--- src/rtl/lc3_alu_seq.sv ---
// Registered, handshaked LC-3 ALU with operand-B select, shifts and a
// multi-cycle shift-add multiplier. NZP flags are derived from the result register.
module lc3_alu_seq #(
    parameter int unsigned WIDTH  = 16,
    parameter int unsigned IMM_W  = 5,
    parameter bit          MUL_EN = 1'b1
) (
    input  logic             clk,
    input  logic             rst_n,
    input  logic             in_valid,
    output logic             in_ready,
    input  logic [2:0]       opcode,
    input  logic [WIDTH-1:0] sr1,
    input  logic [WIDTH-1:0] sr2,
    input  logic [IMM_W-1:0] imm,
    input  logic             use_imm,
    output logic             out_valid,
    input  logic             out_ready,
    output logic [WIDTH-1:0] result,
    output logic [2:0]       nzp,
    output logic             busy
);

    localparam int unsigned SH_W = $clog2(WIDTH);

    localparam logic [2:0] OpAdd  = 3'b000;
    localparam logic [2:0] OpAnd  = 3'b001;
    localparam logic [2:0] OpNot  = 3'b010;
    localparam logic [2:0] OpPass = 3'b011;
    localparam logic [2:0] OpSub  = 3'b100;
    localparam logic [2:0] OpShl  = 3'b101;
    localparam logic [2:0] OpSra  = 3'b110;
    localparam logic [2:0] OpMul  = 3'b111;

    typedef enum logic {StIdle, StMul} state_e;

    state_e            state_q, state_d;
    logic [SH_W-1:0]   cnt_q, cnt_d;
    logic [WIDTH-1:0]  acc_q, acc_d;
    logic [WIDTH-1:0]  mcand_q, mcand_d;
    logic [WIDTH-1:0]  mplier_q, mplier_d;
    logic [WIDTH-1:0]  result_q, result_d;
    logic              out_valid_q, out_valid_d;

    logic [WIDTH-1:0]  operand_b;
    logic [SH_W-1:0]   shamt;
    logic [WIDTH-1:0]  alu_res;
    logic [WIDTH-1:0]  partial;
    logic              accept;
    logic              is_mul;
    logic              last_iter;
    logic              out_free;

    assign operand_b = use_imm ? {{(WIDTH-IMM_W){imm[IMM_W-1]}}, imm} : sr2;
    assign shamt     = operand_b[SH_W-1:0];
    assign out_free  = !out_valid_q || out_ready;
    assign in_ready  = (state_q == StIdle) && out_free;
    assign accept    = in_valid && in_ready;
    assign is_mul    = MUL_EN && (opcode == OpMul);
    assign last_iter = (cnt_q == SH_W'(WIDTH - 1));
    // Accumulator after adding this iteration's partial product.
    assign partial   = mplier_q[0] ? (acc_q + mcand_q) : acc_q;

    // Single-cycle operation results; MUL here only matters when MUL_EN=0.
    always_comb begin
        alu_res = '0;
        case (opcode)
            OpAdd:   alu_res = sr1 + operand_b;
            OpAnd:   alu_res = sr1 & operand_b;
            OpNot:   alu_res = ~sr1;
            OpPass:  alu_res = operand_b;
            OpSub:   alu_res = sr1 - operand_b;
            OpShl:   alu_res = sr1 << shamt;
            OpSra:   alu_res = $signed(sr1) >>> shamt;
            default: alu_res = '0;
        endcase
    end

    // Next-state for the FSM, multiplier datapath and output register.
    always_comb begin
        state_d     = state_q;
        cnt_d       = cnt_q;
        acc_d       = acc_q;
        mcand_d     = mcand_q;
        mplier_d    = mplier_q;
        result_d    = result_q;
        out_valid_d = out_valid_q;

        if (out_valid_q && out_ready) begin
            out_valid_d = 1'b0;
        end

        case (state_q)
            StIdle: begin
                if (accept) begin
                    if (is_mul) begin
                        state_d  = StMul;
                        cnt_d    = '0;
                        acc_d    = '0;
                        mcand_d  = sr1;
                        mplier_d = operand_b;
                    end else begin
                        result_d    = alu_res;
                        out_valid_d = 1'b1;
                    end
                end
            end
            StMul: begin
                if (!last_iter) begin
                    acc_d    = partial;
                    mcand_d  = mcand_q << 1;
                    mplier_d = mplier_q >> 1;
                    cnt_d    = cnt_q + SH_W'(1);
                end else if (out_free) begin
                    // Final step only retires once the output slot is free,
                    // so a held result is never overwritten.
                    result_d    = partial;
                    out_valid_d = 1'b1;
                    state_d     = StIdle;
                end
            end
            default: state_d = StIdle;
        endcase
    end

    // State registers with synchronous active-low reset.
    always_ff @(posedge clk) begin
        if (!rst_n) begin
            state_q     <= StIdle;
            cnt_q       <= '0;
            acc_q       <= '0;
            mcand_q     <= '0;
            mplier_q    <= '0;
            result_q    <= '0;
            out_valid_q <= 1'b0;
        end else begin
            state_q     <= state_d;
            cnt_q       <= cnt_d;
            acc_q       <= acc_d;
            mcand_q     <= mcand_d;
            mplier_q    <= mplier_d;
            result_q    <= result_d;
            out_valid_q <= out_valid_d;
        end
    end

    assign result    = result_q;
    assign out_valid = out_valid_q;
    assign busy      = (state_q == StMul);
    assign nzp       = {result_q[WIDTH-1],
                        (result_q == '0),
                        !result_q[WIDTH-1] && (result_q != '0)};

endmodule

--- config.mk ---
export PLATFORM = sky130hd
export DESIGN_NAME = lc3_alu_seq
export DESIGN_NICKNAME = d
export VERILOG_FILES = /design/src/rtl/lc3_alu_seq.sv
export SDC_FILE = /design/constraint.sdc
export NUM_CORES = 1
export LEC_CHECK = 0
export BUFFER_PORTS_ARGS = -buffer_cell sky130_fd_sc_hd__buf_2
export CAP_MARGIN = 25
export CORE_AREA = 2 2 96 145
export DETAILED_ROUTE_END_ITERATION = 10
export DIE_AREA = 0 0 98 147
export PLACE_DENSITY = 0.74
export SKIP_LAST_GASP = 1
export SLEW_MARGIN = 0
export SYNTH_ARGS = -nofsm -noshare
export SYNTH_HDL_FRONTEND = slang
export SYNTH_SLANG_ARGS = --single-unit
--- constraint.sdc ---
create_clock -name clk -period 6.2 [get_ports clk]
set_input_delay 0.62 -clock clk [delete_from_list [all_inputs] [get_ports clk]]
set_output_delay 0.62 -clock clk [all_outputs]
set_load 0.05 [all_outputs]
==> metrics, run 1 <==
mapped cell area=0.00710 mm^2; CTS sink count=70; Root Driver=clkbuf_16; Final nets=1,058; Final period util=0.754; Setup TNS=0 ps; post-synthesis compound-gate area fraction=0.284; worst setup margin=1530 ps; CTS Buf Count=9; R2R Path Start=mcand_q[6]; Slew @ Worst Pin=between 900 and 1000 ps; top_reg_cell synth=dfxtp_1; Post-Syn Nets=1,050; Hold Startpoint=mplier_q[8]; area of the core=about 0.013 mm^2; final instance count without filler cells=1,144; worst hold path class=register to register; Logic pwr share=0.359; TritonCTS clock tree=done; Final Power=1.64 mW; first-pass GRT wire length=37.8 mm; Initial Util=0.538; Sw Share=0.373; Synth area leaders=dfxtp_1, mux2i_1, a21oi_1, nand2_1, ha_1; top cell type by total area after synthesis=dfxtp_1; crit path capture type=register; Worst Path Required=6420 ps; Residual DRC=0; most common cell in the netlist=nand2_1; share of layout cells above drive strength 1=0.135; TritonRoute pass-1 iters=6; count of flip-flops with a built-in enable after synthesis=0; CP arrival=4890 ps; Simple-Gate Fraction of Synth Area=0.208; pre-CTS setup slack=around 1200 ps; Yosys top cell area share=0.197; vias in the first global route=6,967; CTS Buffer Depth=2; H-tree depth=3; Clock Power Share=0.338; Avg WL per Cell=about 22 um; Seq/Total Area, Yosys=0.197; hold slack final=~450 ps; dpl cells=1,127; outcome=completed; aggregate routed wire length=24.7 mm; Final Slew Violations=0; Avg Cell Area, Syn=7.33 um^2; final clock skew=8.65 ps; GR met2 Demand/Resource=0.560; num ports=67; number of max-cap violations=0; Die ar.=0.0144 mm^2; Synth cell types=80; post-layout min period=~4700 ps; met1 Track Usage GR=0.395; grt ovf=0; FILL cells=1,296; DR vias=approximately 7,700; Synth-to-Final Area Change=8.65%; xor-xnor portion of the synthesized cell area=0.0432; internal power=just over 1 mW; WS Path Type=primary input to register; Vias/cell=about 6.7; Worst-Skew Late Latency=approximately 340 ps; Ys Warns=0; final number of setup-violating endpoints=0; ant diodes=0; worst setup path start=use_imm; GP Congestion=1.03; grt met3 use=0.0357; Commonest cells post-synth=nand2_1, nor2_1, a21oi_1, mux2i_1, o21ai_0; initial antenna violation count=0; die width=98 um; Layout Utilization=0.584; cts hold-fix bufs=0; P_sw=around 610 uW; Syn Inst Count=969; Static Leak=3.02 nW; Seq pwr share=0.303; Row Count=52; Post-CTS Setup Repair Bufs=0; cts repair resizes=0; Placed Area=about 0.0074 mm^2; post-synthesis adder-cell area fraction=0.0655; die height=between 100 and 150 um; grt peak-use layer=met2; largest net degree at the start of global routing=71; buffers added on ports=66; post-route design area=between 0.007 and 0.008 mm^2; Post-DP HPWL=17.9 mm; GRT Util Overall=0.329; Max Freq=0.214 GHz; Initial DRC Count=576; RSZ-0062 raised after global routing=no; critical-path maximum fanout=18; ys async rst share=0; PwrDens=213 mW/mm^2; largest family of logic cells by synthesized area=compound AO/OA/AOI/OAI gates; post-synthesis mux area share=0.141; Final Hold Viols=0; post-synthesis register bit count=70; Worst setup SP type=primary input; slew margin rel.=0.343; Detail Route Antenna Nets=0; VDD IR max=0.000111 V; Reg clk slew, reported paths=60 ps
## sequential cells by signal (all words and copies together) (netlist names)
name,cells
result,16
cnt_q,4
busy,1
out_valid,1
acc_q,16
mplier_q,16
mcand_q,16
## cells by family after synthesis
| group | after synthesis |
|---|---|
| compound gates | 312 |
| fa+ha+maj | 36 |
| xor+xnor | 35 |
| flops | 70 |
| mux | 91 |
| simple gates | 328 |
| buf+inv | 97 |
## layout make-up
| class | instances | area, um^2 | area share |
|---|---|---|---|
| repair buffers | 78 | 433 | 0.0561 |
| flip-flops and latches | 70 | 1400 | 0.182 |
| multi-input cells | 802 | 5290 | 0.686 |
| inverters | 16 | 62.6 | 0.00811 |
| clock buffers | 9 | 225 | 0.0292 |
| clock inverters | 7 | 96.3 | 0.0125 |
| well taps | 162 | 203 | 0.0263 |
## final timing paths
| path | slack, ps | cells past startpoint | to |
|---|---|---|---|
| max reg2reg | 3070 | 9 | result[15] |
| min | 450 | 2 | mplier_q[8] |
| min reg2reg | 450 | 2 | mplier_q[8] |
| max | 1530 | 18 | result[13] |
## cell usage in the layout, fill, tap and decap left out, drive strengths merged, types with 15 or more instances in the layout
cell    instances
inv            16
nand2         118
nor3           15
mux2i          77
buf            78
o21ai          75
nor2           97
dfxtp          70
a31oi          19
a211oi         35
a21oi          90
ha             34
xnor2          21
nand3          38
## critical path, cell delays in order
cell and delay, ps:
buf_2 330, mux2_1 690, inv_4 140, ha_1 230
a21boi_0 200, nand3_1 140, nor3_1 350, nor2_1 90
xor2_1 150, ha_1 350, a21oi_1 160, o21ai_0 160
or4_1 430, o221ai_1 230, xnor2_1 100, a211oi_1 220
nor2_1 70, o221a_2 250
## power groups by stage
stage	sequential (mW)	combinational, mW	clock [mW]
2_1_floorplan	0.537	0.389	0
3_3_place_gp	0.505	0.567	0
3_5_place_dp	0.506	0.570	0
4_1_cts	0.496	0.573	0.559
5_1_grt	0.499	0.632	0.578
6_report	0.497	0.590	0.554
## layer usage
| layer | up-vias | routed length [um] |
|---|---|---|
| met2 | 428 | 11800 |
| li1 | 3589 | - |
| met1 | 3530 | 9210 |
| met4 | 0 | 1750 |
| met3 | 119 | 1890 |
| met5 | - | 0 |
Note: power is estimated with default switching activity, not from simulation.
==> run 2: changes to the inputs <==
--- a/config.mk
+++ b/config.mk
@@ -5,12 +5,13 @@
 export SDC_FILE = /design/constraint.sdc
 export NUM_CORES = 1
 export LEC_CHECK = 0
+export ABC_AREA = 1
 export BUFFER_PORTS_ARGS = -buffer_cell sky130_fd_sc_hd__buf_2
 export CAP_MARGIN = 25
-export CORE_AREA = 2 2 96 145
+export CORE_AREA = 2 2 96 144
 export DETAILED_ROUTE_END_ITERATION = 10
-export DIE_AREA = 0 0 98 147
-export PLACE_DENSITY = 0.74
+export DIE_AREA = 0 0 98 146
+export PLACE_DENSITY = 0.77
 export SKIP_LAST_GASP = 1
 export SLEW_MARGIN = 0
 export SYNTH_ARGS = -nofsm -noshare
==> constraint.sdc (replaced) <==
create_clock -name clk -period 4.15 [get_ports clk]
set_input_delay 0.415 -clock clk [delete_from_list [all_inputs] [get_ports clk]]
set_output_delay 0.415 -clock clk [all_outputs]
set_load 0.05 [all_outputs]
==> run 2 against run 1 <==
Compared with the run above:
- clock power up 39%
- via count up 9.9%
- routed wire length increased by 4.5%
- worst setup slack worse by 800 ps
- synthesized cell count is 25% higher
- critical path type unchanged
==> metrics, run 2 <==
slowest stage delay, CP=360 ps (-330 ps); GP Congestion=1.08 (+5.3%); Post-CTS Setup Repair Bufs=0 (unchanged); outcome=completed; Residual DRC=0 (unchanged); aggregate routed wire length=25.8 mm (+4.5%); Synth-to-Final Area Change=9.01%; critical-path maximum fanout=20 (+2); Worst-Skew Late Latency=340 ps (about the same); Setup TNS=0 ps (unchanged); cts hold-fix bufs=0 (unchanged); Final Power=2.49 mW (+52%); Critical-path top delay cell=ha_1; Ys Warns=0 (unchanged); pre-CTS setup slack=412 ps (-825 ps); Commonest cells post-synth=nand2_1, o21ai_0, inv_1, a21oi_1, nor2_1; Root Driver=clkbuf_16; Placed Area=0.00739 mm^2 (+0.19%); GRT Util Overall=0.353 (+0.0240); initial antenna violation count=0 (unchanged); share of layout cells above drive strength 1=0.104 (-0.0314); CTS Buf Count=9 (unchanged); vias in the first global route=7,705 (+11%); Static Leak=3.75 nW (+24%); R2R Setup Slk=1690 ps (-1380 ps); Worst setup SP type=primary input; Vias/cell=5.98 (-11%); worst setup margin=722 ps (-805 ps); Layout Utilization=0.594 (+0.00933); top cell type by total area after synthesis=dfxtp_1; count of flip-flops with a built-in enable after synthesis=0 (unchanged); area of the core=0.0130 mm^2 (-1.9%); Slew @ Worst Pin=1050 ps (+69.8 ps); Avg WL per Cell=18.3 um (-15%); TritonCTS clock tree=done; buffers added on ports=66 (unchanged); RSZ-0062 raised after global routing=no; Final nets=1,325 (+25%); critical-path cell list=buf_2 > inv_2 > nand2_1 > nand2_2 > ha_1 > nand4_1 > nor3_1 > inv_1 > nand2_1 > xor2_1 > ha_1 > inv_1 > o21ai_0 > nor2_1 > or2_2 > nand3_1 > inv_1 > nand2_1 > nand3_1 > nand2_1 > nand2_1 > a21oi_1; Final period util=0.826; worst hold path class=primary input to register; Initial Util=0.544 (+0.00678); Avg Cell Area, Syn=5.81 um^2 (-21%); most common cell in the netlist=nand2_1; post-route design area=0.00769 mm^2 (-0.36%); die height=146 um (-0.68%); mapped cell area=0.00705 mm^2 (-0.69%); Die ar.=0.0143 mm^2 (-0.68%); WS Path Type=primary input to register; num ports=67 (unchanged); final clock skew=8.18 ps (-0.474 ps); most frequent cells in the layout=nand2_1, o21ai_0, inv_1; most common cell after layout, fill and taps aside=nand2_1; Syn Inst Count=1,213 (+25%); PwrDens=323 mW/mm^2 (+52%); first-pass GRT wire length=40.3 mm (+6.7%); H-tree depth=3 (unchanged); Final Slew Violations=0 (unchanged); Synth area leaders=dfxtp_1, nand2_1, o21ai_0, a21oi_1, nand3_1; CP dominant cell by count=nand2_1; number of max-cap violations=0 (unchanged); Synth cell types=44 (-45%); Post-DP HPWL=20.2 mm (+13%); largest net degree at the start of global routing=82 (+15%); CP arrival=3690 ps (-1200 ps); cts repair resizes=0 (unchanged); Worst Path Required=4420 ps (-2000 ps); Reg clk slew, reported paths=60 ps (about the same); DR vias=8,422 (+9.9%); CTS sink count=70 (unchanged); CTS Buffer Depth=2 (unchanged); Yosys top cell area share=0.199 (+0.00137); Post-Syn Nets=1,294 (+23%); top_reg_cell synth=dfxtp_1; crit path capture type=register; slew margin rel.=0.293 (-0.0495); Seq/Total Area, Yosys=0.199 (+0.00137); Initial DRC Count=660 (+15%); VDD IR max=0.000202 V (+83%); final number of setup-violating endpoints=0 (unchanged); ys async rst share=0 (unchanged); post-layout min period=roughly 3400 ps; die width=98 um (unchanged); ant diodes=0 (unchanged); grt ovf=0 (unchanged); Detail Route Antenna Nets=0 (unchanged); Row Count=51 (-1.9%); Max Freq=between 0.2 and 0.3 GHz; TritonRoute pass-1 iters=6 (unchanged); post-synthesis register bit count=70 (unchanged); Final Hold Viols=0 (unchanged)
[run 2: changes by cell type after synthesis, sizes merged, moves of 9 or more]
cell    change
a211oi     -33
a21oi      +13
clkbuf     -24
inv       +105
mux2i      -76
nand2     +237
nand3      +54
o21ai      +68
or3         -9
xnor2      -18
[run 2: critical path: cells and delay by family]
kind | cells | cell delay [ps]
adders and majority gates | 2 | 610
AOI/OAI and AO/OA | 2 | 350
buffers and inverters | 5 | 690
and+or+nand+nor | 12 | 1560
xor gates and xnor gates | 1 | 70
[run 2: cells by family (layout without fill, tap and decap cells)]
kind of cell    count (synthesis)  count (layout)  share of synthesized area
simple gates                  595             595                      0.360
mux                             1               1                    0.00142
fa+ha+maj                      36              36                     0.0660
xor+xnor                       17              17                     0.0211
flops                          70              70                      0.199
compound gates                319             319                      0.250
buf+inv                       175             211                      0.102
[run 2: report_power, final]
group / internal [mW] / switching, mW / leakage (nW)
clock network: 0.479 / 0.291 / 0.148
logic: 0.279 / 0.663 / 3.03
registers: 0.726 / 0.0486 / 0.573
[run 2: worst paths after layout]
check | depth (start not counted) | to | start
max reg2reg | 9 | result[11] | cnt_q[0]
min | 4 | busy | out_ready
max | 22 | result[15] | use_imm
min reg2reg | 2 | mplier_q[15] | mplier_q[15]
[run 2: metal layers]
layer,track usage,vias to the layer above,part of all wire,wire length (um)
li1,-,4127,-,-
met1,0.392,3818,0.37,9480
met2,0.627,359,0.50,12900
met3,0.0312,118,0.054,1390
met4,0.244,0,0.079,2040
met5,0,-,0,0
[run 2: stage by stage]
stage / std cells / hold slack [ps]
global placement: 1392 / 460
floorplan: 1213 / 445
global route: 1408 / 409
detailed placement: 1392 / 459
finish: 1408 / 390
CTS: 1408 / 386
[run 2: final cells by class]
| class | instances | area, um^2 |
|---|---|---|
| clock buffers | 10 | 239 |
| clock inverters | 6 | 61.3 |
| fillers | 1383 | 5270 |
| inverters | 120 | 450 |
| multi-input cells | 968 | 4940 |
| flip-flops and latches | 70 | 1400 |
| well taps | 159 | 199 |
| repair buffers | 75 | 398 |
==> run 3: changes to the inputs <==
--- a/config.mk
+++ b/config.mk
@@ -5,12 +5,12 @@
 export SDC_FILE = /design/constraint.sdc
 export NUM_CORES = 1
 export LEC_CHECK = 0
-export ABC_AREA = 1
+export ABC_AREA = 0
 export BUFFER_PORTS_ARGS = -buffer_cell sky130_fd_sc_hd__buf_2
 export CAP_MARGIN = 25
-export CORE_AREA = 2 2 96 144
+export CORE_AREA = 2 2 96 145
 export DETAILED_ROUTE_END_ITERATION = 10
-export DIE_AREA = 0 0 98 146
+export DIE_AREA = 0 0 98 147
 export PLACE_DENSITY = 0.77
 export SKIP_LAST_GASP = 1
 export SLEW_MARGIN = 0
==> constraint.sdc (replaced) <==
create_clock -name clk -period 2.9 [get_ports clk]
set_input_delay 0.29 -clock clk [delete_from_list [all_inputs] [get_ports clk]]
set_output_delay 0.29 -clock clk [all_outputs]
set_load 0.05 [all_outputs]
==> run 3 against run 2 <==
Compared with the run above:
- the run now ends with negative setup slack left
- hold slack got worse by 150 ps
- global-route usage rose by 1.3 points
- first-iteration DRC count rose by 0.30%
- sequential cell count did not move
- total power rose by 53%
- clock skew barely moved
- register-to-register slack got worse by 1600 ps
- count of clock-buffer cells in the layout fell by 1
- critical path depth fell by 4
- clock power rose by 56%
==> metrics, run 3 (synthesis gave the netlist of run 1 again) <==
post-layout min period=~3300 ps; Avg WL per Cell=21.0 um (+14%); num ports=67 (unchanged); H-tree depth=3 (unchanged); PwrDens=433 mW/mm^2 (+34%); WS Path Type=primary input to register; Vias/cell=6.50 (+8.6%); VDD IR max=0.000256 V (+27%); number of max-cap violations=0 (unchanged); Final Hold Viols=0 (unchanged); Initial DRC Count=662 (+0.30%); Row Count=52 (+2.0%); hold slack final=244 ps (-146 ps); final clock skew=8.50 ps (+0.323 ps); P_sw=1.41 mW (+41%); Final Slew Violations=0 (unchanged); TritonCTS clock tree=done; most common cell after layout, fill and taps aside=buf_4; Synth-to-Final Area Change=24.1%; crit path capture type=register; Residual DRC=0 (unchanged); vias in the first global route=7,919 (+2.8%); Max Freq=0.301 GHz; Final period util=1.14; CTS Buf Count=9 (unchanged); Die ar.=0.0144 mm^2 (+0.68%); Slew @ Worst Pin=1130 ps (+80.8 ps); CP arrival=3540 ps (-150 ps); worst hold path class=primary input to register; TritonRoute pass-1 iters=6 (unchanged); internal power=2.40 mW (+62%); largest net degree at the start of global routing=47 (-43%); buffers added on ports=66 (unchanged); CTS sink count=70 (unchanged); Root Driver=clkbuf_16; cts hold-fix bufs=0 (unchanged); critical-path maximum fanout=5 (-75%); grt ovf=0 (unchanged); Static Leak=3.66 nW (-2.5%); Post-DP HPWL=19.8 mm (-1.9%); Worst Path Required=3130 ps (-1290 ps); Reg clk slew, reported paths=60 ps (about the same); RSZ-0062 raised after global routing=yes; area of the core=0.0132 mm^2 (+2.0%); Clock Power Share=0.314 (+0.004); outcome=finished with violations; most frequent cells in the layout=buf_4, nand2_1, nor2_1; GP Congestion=1.05 (-3.1%); aggregate routed wire length=26.5 mm (+2.9%); share of layout cells above drive strength 1=0.256 (+0.152); initial antenna violation count=0 (unchanged); Initial Util=0.538 (-0.00678); failing checks=negative setup slack; Final nets=1,180 (-11%); Detail Route Antenna Nets=0 (unchanged); first-pass GRT wire length=42.0 mm (+4.2%); GRT Util Overall=0.367 (+0.0133); worst setup margin=-420 ps (-1140 ps); Worst setup SP type=primary input; Seq pwr share=0.279 (-0.033); die height=147 um (+0.68%); Setup TNS=-1400 ps (-1400 ps); Sw Share=0.370 (-0.0336); die width=98 um (unchanged); DR vias=8,227 (-2.3%); slew margin rel.=0.237 (-0.0564); Worst-Skew Late Latency=340 ps (about the same); final number of setup-violating endpoints=7 (+7); CTS Buffer Depth=2 (unchanged); Logic pwr share=0.407 (+0.028); ant diodes=0 (unchanged); pre-CTS setup slack=-862 ps (-1270 ps)
run 3: area by class of cell:
class,count,area (um^2)
Tap cell,162,203
Clock buffer,9,225
Timing Repair Buffer,200,1380
Sequential cell,70,1400
Inverter,16,67.6
Clock inverter,7,97.6
Fill cell,1158,4390
Multi-Input combinational cell,802,5440
run 3: power groups by stage:
stage | Combinational [mW] | Sequential, mW | Clock, mW
final | 1.55 | 1.06 | 1.20
after global routing | 1.66 | 1.07 | 1.25
after CTS | 1.50 | 1.06 | 1.21
after detailed placement | 1.47 | 1.08 | 0
after global placement | 1.46 | 1.08 | 0
after floorplan | 0.871 | 1.15 | 0
run 3: per-stage QoR:
stage               std cells   util  area [um^2]  power [mW]
CTS                      1265  0.662         8750        3.77
finish                   1266  0.667         8810        3.81
floorplan                 969      -         7210        2.02
detailed placement       1248  0.633         8370        2.56
global route             1266  0.667         8810        3.98
global placement         1248  0.633         8370        2.54
run 3: worst paths after layout:
kind,startpoint,end,slack (ps),cells after the start
hold / removal,out_ready,out_valid,240,4
setup / recovery,use_imm,result[13],-420,18
setup reg to reg,mcand_q[0],result[14],60,11
hold reg to reg,mplier_q[6],mplier_q[6],450,2
run 3: worst max-delay path, stage by stage:
cell and delay (ps):
buf_12 110, mux2_4 330, inv_8 60, ha_4 140, a21boi_4 170, nand3_2 110, nor3_2 190, nor2_1 80
xor2_1 150, ha_1 340, a21oi_2 130, o21ai_1 80, or4_1 490, o221ai_2 230, xnor2_1 90, a211oi_1 220
nor2_1 80, o221a_2 230
run 3: repair_timing:
action / 4_1_cts / 5_1_grt
resized for setup: 14 / 16
setup buffers: 1 / 1
setup endpoints to repair: 11 / 13
cloned: 0 / 0
pin swaps: 10 / 7
run 3: routing by layer:
metal,vias up,part of all wire,global-route usage
li1,3836,-,-
met1,3815,0.36,0.412
met2,427,0.48,0.622
met3,149,0.075,0.0561
met4,0,0.084,0.269
met5,-,0,0
